<file path="config.mk">
export PLATFORM = sky130hd
export DESIGN_NAME = cam_crop_decoder
export DESIGN_NICKNAME = d
export VERILOG_FILES = /design/src/rtl/cam_crop_pkg.sv /design/src/rtl/cam_byte_sorter.sv /design/src/rtl/cam_crop_decoder.sv
export SDC_FILE = /design/constraint.sdc
export NUM_CORES = 1
export LEC_CHECK = 0
export CORE_MARGIN = 4
export CORE_UTILIZATION = 30
export DETAILED_ROUTE_END_ITERATION = 7
export RECOVER_POWER = 25
export REMOVE_ABC_BUFFERS = 1
export SYNTH_ARGS = -nofsm -noshare
export SYNTH_HDL_FRONTEND = slang
export SYNTH_SLANG_ARGS = --single-unit
</file>
<file path="constraint.sdc">
create_clock -name PCLK -period 4.8 [get_ports PCLK]
set_input_delay 0.96 -clock PCLK [delete_from_list [all_inputs] [get_ports PCLK]]
set_output_delay 0.96 -clock PCLK [all_outputs]
set_load 0.1 [all_outputs]
</file>
<file path="src/rtl/cam_crop_pkg.sv">
`default_nettype none
// +----------------------------------------------------------------------+
// | cam_crop_pkg                                                          |
// | Shared encodings for the cropping camera decoder.                     |
// | Revision: 1.0                                                         |
// +----------------------------------------------------------------------+
package cam_crop_pkg;

    localparam logic [1:0] ORD_UYVY = 2'd0;
    localparam logic [1:0] ORD_VYUY = 2'd1;
    localparam logic [1:0] ORD_YUYV = 2'd2;
    localparam logic [1:0] ORD_YVYU = 2'd3;

    localparam logic [1:0] ST_IDLE   = 2'd0;
    localparam logic [1:0] ST_ARMED  = 2'd1;
    localparam logic [1:0] ST_ACTIVE = 2'd2;

    // Slot index of byte k within a group: 0=U, 1=Y0, 2=V, 3=Y1.
    function automatic logic [1:0] slot_of(input logic [1:0] order, input logic [1:0] k);
        logic [1:0] s;
        case (order)
            ORD_UYVY: s = k;
            ORD_VYUY: s = k[0] ? k : (k ^ 2'd2);
            ORD_YUYV: s = k ^ 2'd1;
            ORD_YVYU: s = k + 2'd1;
            default:  s = k;
        endcase
        return s;
    endfunction

endpackage
`default_nettype wire

</file>
<file path="src/rtl/cam_byte_sorter.sv">
`default_nettype none
// +----------------------------------------------------------------------+
// | cam_byte_sorter                                                       |
// | Groups 4:2:2 bytes into canonical {U,Y0,V,Y1} words with a strobe.    |
// | Revision: 1.0                                                         |
// +----------------------------------------------------------------------+
module cam_byte_sorter
    import cam_crop_pkg::*;
#(
    parameter int DATA_W = 8
) (
    input  logic                clk,
    input  logic                rst,
    input  logic                i_href,
    input  logic [DATA_W-1:0]   i_data,
    input  logic [1:0]          i_order,
    output logic [4*DATA_W-1:0] o_word,
    output logic                o_word_valid,
    output logic [1:0]          o_byte_cnt
);

    logic [1:0]        cnt_q, cnt_d;
    logic [1:0]        order_q, order_d;
    logic              valid_q, valid_d;
    logic [DATA_W-1:0] slot_q [4];
    logic [DATA_W-1:0] slot_d [4];

    always_comb begin
        cnt_d   = i_href ? cnt_q + 2'd1 : 2'd0;
        // Byte order only changes between lines so a group is never split across orders.
        order_d = i_href ? order_q : i_order;
        valid_d = i_href && (cnt_q == 2'd3);
        slot_d  = slot_q;
        if (i_href) begin
            slot_d[slot_of(order_q, cnt_q)] = i_data;
        end
    end

    always_ff @(posedge clk) begin
        if (rst) begin
            cnt_q   <= 2'd0;
            order_q <= ORD_UYVY;
            valid_q <= 1'b0;
            for (int i = 0; i < 4; i++) begin
                slot_q[i] <= '0;
            end
        end else begin
            cnt_q   <= cnt_d;
            order_q <= order_d;
            valid_q <= valid_d;
            slot_q  <= slot_d;
        end
    end

    assign o_word       = {slot_q[0], slot_q[1], slot_q[2], slot_q[3]};
    assign o_word_valid = valid_q;
    assign o_byte_cnt   = cnt_q;

endmodule
`default_nettype wire

</file>
<file path="src/rtl/cam_crop_decoder.sv">
`default_nettype none
// +----------------------------------------------------------------------+
// | cam_crop_decoder                                                      |
// | 4:2:2 camera decoder with crop window, frame arming and line checks.  |
// | Optional luma accumulator: CAM_CROP_DECODER_LUMA_SUM_EN.              |
// | Revision: 1.0                                                         |
// +----------------------------------------------------------------------+
module cam_crop_decoder
    import cam_crop_pkg::*;
#(
    parameter int DATA_W  = 8,
    parameter int COORD_W = 12,
    parameter int FCNT_W  = 16
) (
    input  logic                PCLK,
    input  logic                PRST,
    input  logic                CAPON,
    input  logic                HREF,
    input  logic                VSYNC,
    input  logic [DATA_W-1:0]   CAMDATA,
    input  logic [1:0]          ORDER,
    input  logic [COORD_W-1:0]  FRAME_W,
    input  logic [COORD_W-1:0]  FRAME_H,
    input  logic [COORD_W-1:0]  CROP_X0,
    input  logic [COORD_W-1:0]  CROP_Y0,
    input  logic [COORD_W-1:0]  CROP_W,
    input  logic [COORD_W-1:0]  CROP_H,
    output logic [4*DATA_W-1:0] FIFOIN,
    output logic                FIFOWR,
    output logic                FIFORST,
    output logic                FOUND_HREF,
    output logic                FRAME_DONE,
    output logic                LINE_ERR,
    output logic [FCNT_W-1:0]   FRAME_CNT,
    output logic [31:0]         LUMA_SUM
);

    logic [4*DATA_W-1:0] w_word;
    logic                w_word_valid;
    logic [1:0]          w_byte_cnt;

    cam_byte_sorter #(.DATA_W(DATA_W)) u_sorter (
        .clk          (PCLK),
        .rst          (PRST),
        .i_href       (HREF),
        .i_data       (CAMDATA),
        .i_order      (ORDER),
        .o_word       (w_word),
        .o_word_valid (w_word_valid),
        .o_byte_cnt   (w_byte_cnt)
    );

    logic [1:0]         state_q, state_d;
    logic               href_prev_q;
    logic [COORD_W-1:0] x_q, x_d, y_q, y_d;
    logic               line_err_q, line_err_d;
    logic               frame_done_q, frame_done_d;
    logic [FCNT_W-1:0]  frame_cnt_q, frame_cnt_d;
    logic               found_href_q, found_href_d;

    logic               w_hrise, w_hfall, w_active, w_arm_go, w_frame_end;
    logic [COORD_W-1:0] w_x0, w_cw, w_x_sat, w_x_adv;
    logic [COORD_W:0]   w_x_inc;
    logic               w_hit_x, w_hit_y;

    assign w_hrise  = HREF && !href_prev_q;
    assign w_hfall  = !HREF && href_prev_q;
    assign w_active = (state_q == ST_ACTIVE);
    assign w_arm_go = (state_q == ST_ARMED) && !VSYNC;

    // Horizontal origin and width are pixel-pair aligned.
    assign w_x0    = CROP_X0 & ~COORD_W'(1);
    assign w_cw    = CROP_W & ~COORD_W'(1);
    assign w_x_inc = {1'b0, x_q} + (COORD_W+1)'(2);
    assign w_x_sat = w_x_inc[COORD_W] ? '1 : w_x_inc[COORD_W-1:0];
    assign w_x_adv = w_word_valid ? w_x_sat : x_q;

    assign w_hit_x = ({1'b0, x_q} >= {1'b0, w_x0}) &&
                     (w_x_inc <= ({1'b0, w_x0} + {1'b0, w_cw}));
    assign w_hit_y = ({1'b0, y_q} >= {1'b0, CROP_Y0}) &&
                     ({1'b0, y_q} < ({1'b0, CROP_Y0} + {1'b0, CROP_H}));

    assign w_frame_end = w_active && w_hfall && ((y_q + COORD_W'(1)) == FRAME_H);

    always_comb begin
        state_d = state_q;
        case (state_q)
            ST_IDLE:   if (CAPON && VSYNC) state_d = ST_ARMED;
            ST_ARMED:  if (!VSYNC) state_d = ST_ACTIVE;
            ST_ACTIVE: if (w_frame_end || VSYNC) state_d = ST_IDLE;
            default:   state_d = ST_IDLE;
        endcase

        x_d = w_hrise ? '0 : w_x_adv;

        y_d = y_q;
        if (VSYNC) begin
            y_d = '0;
        end else if (w_active && w_hfall) begin
            y_d = y_q + COORD_W'(1);
        end

        // Line length is judged including the word that completes on this cycle.
        line_err_d = line_err_q;
        if (w_arm_go) begin
            line_err_d = 1'b0;
        end else if (w_active && w_hfall && ((w_x_adv != FRAME_W) || (w_byte_cnt != 2'd0))) begin
            line_err_d = 1'b1;
        end else if (w_active && VSYNC && !w_frame_end) begin
            line_err_d = 1'b1;
        end

        frame_done_d = w_frame_end;
        frame_cnt_d  = w_frame_end ? frame_cnt_q + FCNT_W'(1) : frame_cnt_q;

        found_href_d = found_href_q;
        if (VSYNC) begin
            found_href_d = 1'b0;
        end else if (HREF) begin
            found_href_d = 1'b1;
        end
    end

    always_ff @(posedge PCLK) begin
        if (PRST) begin
            state_q      <= ST_IDLE;
            href_prev_q  <= 1'b0;
            x_q          <= '0;
            y_q          <= '0;
            line_err_q   <= 1'b0;
            frame_done_q <= 1'b0;
            frame_cnt_q  <= '0;
            found_href_q <= 1'b0;
        end else begin
            state_q      <= state_d;
            href_prev_q  <= HREF;
            x_q          <= x_d;
            y_q          <= y_d;
            line_err_q   <= line_err_d;
            frame_done_q <= frame_done_d;
            frame_cnt_q  <= frame_cnt_d;
            found_href_q <= found_href_d;
        end
    end

    assign FIFOIN     = w_word;
    assign FIFOWR     = w_word_valid && w_active && w_hit_x && w_hit_y;
    assign FIFORST    = VSYNC;
    assign FOUND_HREF = found_href_q;
    assign FRAME_DONE = frame_done_q;
    assign LINE_ERR   = line_err_q;
    assign FRAME_CNT  = frame_cnt_q;

`ifdef CAM_CROP_DECODER_LUMA_SUM_EN
    logic [31:0] acc_q, acc_d, luma_q, luma_d;

    always_comb begin
        acc_d = acc_q;
        if (w_arm_go) begin
            acc_d = '0;
        end else if (FIFOWR) begin
            acc_d = acc_q + 32'(w_word[3*DATA_W-1 -: DATA_W]) + 32'(w_word[DATA_W-1:0]);
        end
        luma_d = frame_done_q ? acc_q : luma_q;
    end

    always_ff @(posedge PCLK) begin
        if (PRST) begin
            acc_q  <= '0;
            luma_q <= '0;
        end else begin
            acc_q  <= acc_d;
            luma_q <= luma_d;
        end
    end

    assign LUMA_SUM = luma_q;
`else
    assign LUMA_SUM = '0;
`endif

endmodule
`default_nettype wire

</file>
# After elaboration in Yosys (flattened, before gate mapping)
# Index checks and enable logic that the tools add are counted.
# op_classes
add_sub_neg	6
n_mul	0
div	0
order_cmp	6
n_eq_ne	11
n_shift	0
n_mux	14
bitwise_logic	4
reduce_logical	31
# op_table
operator	n
$bwmux W32	1
$add A12 B12 Y13	2
$ge A12 B12 Y1	2
$mux W12	2
$add A16 B1 Y16 const B	1
$demux W8 S2	1
$logic_and A1 B1 Y1	16
$add A12 B2 Y13 const B	1
$le A13 B13 Y1	1
$lt A12 B13 Y1	1
$add A12 B1 Y12 const B	1
$eq A12 B12 Y1	1
$ne A12 B12 Y1	1
$mux W2	5
$eq A2 B2 Y1 const B	4
$mux W8	1
$pmux W2 S4	1
$reduce_or A2 Y1	4
$pmux W2 S3	1
$eq A2 B1 Y1 const B	2
$logic_not A1 Y1	4
$logic_not A2 Y1	2
$ne A2 B2 Y1 const B	2
$reduce_bool A2 Y1	2
9 further kinds	13
# word_totals
register_bits	83
latch_bits	0
ram_bits	0
mem_bits_ro	0
elab_cells	87
n_memories	0

# Depth between registers and ports, before layout
# logic_depth
word_depth	10
ltp_mapped	18
ltp_nobuf	18

# By module
# Synthesis repeated with hierarchy kept, for this count alone.
# hier_totals
hier_cells	833
area_unflattened_um2	6877.8
# modules_own_cells
mod	n_inst	cells_each	area_each_um2	seq_area_each_um2
cam_crop_decoder	1	694	5291.3	920.9
cam_byte_sorter	1	139	1586.5	740.7

# Worst setup path after synthesis
# OpenSTA, ideal clock, no wires.
# synth_timing
path_kind	input to output
startpoint	in CROP_X0[2]
endpoint	out FIFOWR
t_arrival_ns	5.866
t_required_ns	3.840
setup_slack_ns	-2.026
cell_stages	16
path_buffers	0
cell_sequence	ha_1 a21o_1 a21oi_1 o21ai_0 a21oi_1 o21ai_0 a311o_1 xnor2_1 ha_1 a21o_1 a21o_1 a21oi_1 o21ai_0 o21ai_0 o311ai_0 a311oi_1
# synth_via
elab_chain_cells	5
word_cells_on_any_way	6
cone_classes	add/sub: 1; order compare: 2; reduce/logical: 3
# synth_lines
item	line_no	text
start: declaration	cam_crop_decoder.sv:24	input logic [COORD_W-1:0] CROP_X0,
$add A12 B12 Y13	cam_crop_decoder.sv:79	(w_x_inc <= ({1'b0, w_x0} + {1'b0, w_cw}));
$le A13 B13 Y1	cam_crop_decoder.sv:79	
$logic_and A1 B1 Y1 *	cam_crop_decoder.sv:78	assign w_hit_x = ({1'b0, x_q} >= {1'b0, w_x0}) &&
$logic_and A1 B1 Y1 * (2 in a row)	cam_crop_decoder.sv:147	assign FIFOWR = w_word_valid && w_active && w_hit_x && w_hit_y;
end: declaration	cam_crop_decoder.sv:29	output logic FIFOWR,
# Every way passes the cells marked *; elsewhere a longest branch is shown, timed or not.

# Worst setup path after layout
# layout_timing
startpoint	in CROP_W[2]
endpoint	out FIFOWR
# layout_via
elab_chain_cells	5
# layout_lines
item	line_no	text
start: declaration	cam_crop_decoder.sv:26	input logic [COORD_W-1:0] CROP_W,
$add A12 B12 Y13	cam_crop_decoder.sv:79	
$le A13 B13 Y1	cam_crop_decoder.sv:79	
$logic_and A1 B1 Y1	cam_crop_decoder.sv:78	
$logic_and A1 B1 Y1 (2 in a row)	cam_crop_decoder.sv:147	
# Every way passes these cells.

==> flow_metrics.env <==
export IMPL_cp_arrival_ns=4.25
export IMPL_final_util_pct=42.1
export IMPL_cp_cell_sequence="buf_8 -> ha_4 -> a21o_1 -> a21oi_2 -> o21ai_2 -> a21oi_2 -> buf_4 -> o21ai_4 -> a311o_1 -> xnor2_1 -> ha_1 -> a21o_1 -> a21o_1 -> a21oi_2 -> o21ai_1 -> o21ai_1 -> o311ai_2 -> a311oi_2 -> buf_4 -> buf_12"
export IMPL_setup_viol=1
export IMPL_antenna_left=0
export IMPL_clock_fmax_mhz=192
export IMPL_multiInputGateArea_um2=4780
export IMPL_setup_slack_ns=-0.410
export IMPL_yosys_cell_types_count=75
export IMPL_core_area_um2=22000
export IMPL_die_x_um=158
export IMPL_synth_area_um2=6790
export IMPL_clockBufferDepth=2
export IMPL_synthArstFlopShare_pct=0
export IMPL_slew_headroom_pct=-59.0
export IMPL_grt_overflow_total=0
export IMPL_drive_gt1_share_pct=15.3
export IMPL_final_cell_count_no_fill=1298
export IMPL_tightest_slew_ns=2.38
export IMPL_whs_path_depth=2
export IMPL_drt_initial_drc_count=311
export IMPL_die_area_um2=25100
export IMPL_layout_commonest_cell="clkdlybuf4s50_1"
export IMPL_rsz0062_at_grt="yes"
export IMPL_layout_nets=1176
export IMPL_cts_root_buf="clkbuf_16"
export IMPL_netlist_instances=822
export IMPL_die_height_um=158
export IMPL_synth_flop_cell="dfxtp_1"
export IMPL_clock_latency_ns=0.34
export IMPL_grt_pass1_wl_um=28800
export IMPL_dp_hpwl_um=14200
export IMPL_irDropWorstVdd_mv=0.243
export IMPL_hold_class="reg -> reg"
export IMPL_via_per_inst=4.80
export IMPL_status="complete, but fails checks"
export IMPL_fin_area_um2=9270
export IMPL_r2r_start="y_q[0]"
export IMPL_drc=0
export IMPL_area_growth_pct=36.5
export IMPL_clkSinkCount=83
export IMPL_cts_buffers=9
export IMPL_violations="capacitance limit, slew limit, setup timing"
export IMPL_nFillCells=2227
export IMPL_hold_path_end="FOUND_HREF"
export IMPL_initial_utilization_pct=30.8
export IMPL_firstDrtPassIters=4
export IMPL_yosysSeqAreaShare_pct=24.5
export IMPL_seqCellArea_um2=1660
export IMPL_dp_cells=1262
export IMPL_start_kind="primary input"
export IMPL_grt_start_max_net_pins=57
export IMPL_finalCriticalPeriod_ns=5.21
export IMPL_synth_edf_count=0
export IMPL_critPathKind="in -> out"
export IMPL_post_dp_cell_area_um2=8670
export IMPL_vias=6225
export IMPL_hold_start="FOUND_HREF"
export IMPL_htreeDepth=3
export IMPL_drv_cap=1
export IMPL_io_buffers=137
export IMPL_routabilityCongestion=0.867
export IMPL_leakage_nw=4.09
export IMPL_path_max_fanout=2
export IMPL_max_stage_delay_ns=0.38
export IMPL_synth_seq_cells=83
export IMPL_yosys_warnings=0
export IMPL_worstSetupEndpointType="output pin"
export IMPL_avgSynthCellArea_um2=8.26
export IMPL_reg2regPathDepth=8
export IMPL_diodes=0
export IMPL_finalCritPeriodShare_pct=109
export IMPL_wl_per_cell_um=14.3
export IMPL_track_usage_pct=14.1
export IMPL_layout_common_cells="clkdlybuf4s50_1, nor2_1, dfxtp_1"
export IMPL_cts_tree="done"
export IMPL_reg2reg_to="FRAME_CNT[13]"
export IMPL_power_density_nw_per_um2=227
export IMPL_skew_ns=0.00896
export IMPL_holdBufCountCts=0
export IMPL_grt_pass1_vias=5909
export IMPL_antenna_found_initial=0
export IMPL_drt_wl_total_um=18500
export IMPL_num_io_pins=172
export IMPL_hold_violations=0
export IMPL_clk_pin_slew_ns=0.06
export IMPL_reg2reg_slack_ns=1.64
export IMPL_slew_violations=57
export IMPL_finalPower_mw=2.10
export IMPL_crit_required_ns=3.84
export IMPL_crit_path_start="CROP_W[2]"
export IMPL_crit_slowest_cell="a311o_1"
export IMPL_rows=54
## kinds of logic (layout without fill, tap and decap cells)
kind of cell | Yosys count | in the layout | synth area share (%)
adder cells (fa/ha/maj) | 77 | 77 | 14.4
AO/OA/AOI/OAI | 161 | 161 | 16.6
flip-flops | 83 | 83 | 24.5
buffers and inverters | 126 | 291 | 9.29
multiplexers | 47 | 47 | 7.06
AND/OR/NAND/NOR | 263 | 263 | 19.9
other | 1 | 32 | 0.0552
XOR/XNOR | 64 | 64 | 8.26
## metal layers
layer | vias to the layer above | GRT usage (%) | routed length (µm)
met2 | 152 | 23.2 | 8540
met3 | 14 | 4.40 | 1410
met5 | - | 0 | 0
met4 | 0 | 3.09 | 159
met1 | 2835 | 18.2 | 8450
li1 | 3224 | - | -
## sequential cells by signal, summed over array words and instances, names as in the netlist
register,count
state_q,2
x_q,12
u_sorter.o_word,32
FRAME_DONE,1
y_q,12
FOUND_HREF,1
href_prev_q,1
u_sorter.o_word_valid,1
LINE_ERR,1
u_sorter.o_byte_cnt,2
FRAME_CNT,16
u_sorter.order_q,2
## how the worst max path moves through the flow
stage / to / slack [ns] / cells past startpoint
floorplan: FIFOWR / -2.03 / 16
global placement: FIFOWR / -0.95 / 19
detailed placement: FIFOWR / -1.04 / 20
CTS: FIFOWR / -0.39 / 20
global route: FIFOWR / -0.56 / 20
finish: FIFOWR / -0.41 / 20
## synth_stat cells, drive strengths merged, types with 11 or more instances
master	n	share of area [%]
nand3	23	1.7
nor2	94	5.2
a21o	19	2.1
mux2i	40	5.9
ha	74	14
nor2b	15	1.4
xor2	24	3.1
clkbuf	26	1.5
xnor2	40	5.2
o21ai	34	2.5
nand2b	15	1.4
nor3	16	1.2
and3	11	1.0
buf	43	4.7
a211oi	11	1.2
inv	57	3.2
a21oi	27	2.0
dfxtp	83	24
nand4	14	1.4
nand2	36	2.0
## metrics by stage
stage	setup WS, ns	hold WS, ns	TNS (ns)
3_3_place_gp	-0.950	0.456	-0.950
6_report	-0.410	0.472	-0.410
4_1_cts	-0.391	0.472	-0.391
3_5_place_dp	-1.04	0.464	-1.04
2_1_floorplan	-2.03	0.486	-2.03
5_1_grt	-0.560	0.508	-0.560
## power breakdown
part / total, mW / internal, mW / switching, mW / leakage [nW]
sequential: 0.715 / 0.704 / 0.0111 / 0.672
clock: 0.718 / 0.423 / 0.295 / 0.151
combinational: 0.671 / 0.268 / 0.403 / 3.27
total: 2.10 / 1.39 / 0.709 / 4.09
## worst max-delay path, delay by kind of cell
kind	cells	cell delay (ns)
AO/OA/AOI/OAI	13	2.07
XOR/XNOR	1	0.14
adder cells (fa/ha/maj)	2	0.51
buffers and inverters	4	0.57
## area by class of cell
class | count | share of cell area (%)
inverters | 57 | 2.31
repair buffers | 218 | 21.0
multi-input cells | 644 | 51.6
clock buffers | 10 | 2.58
clock inverters | 6 | 0.769
flip-flops and latches | 83 | 17.9
well taps | 280 | 3.78
## what timing repair did
| item | 4_1_cts | 5_1_grt |
|---|---|---|
| setup buffers | 19 | 2 |
| resized for setup | 81 | 12 |
| endpoints found under the setup margin | 1 | 1 |
| pin swaps | 43 | 19 |
Power figures use the tool's default switching activity.
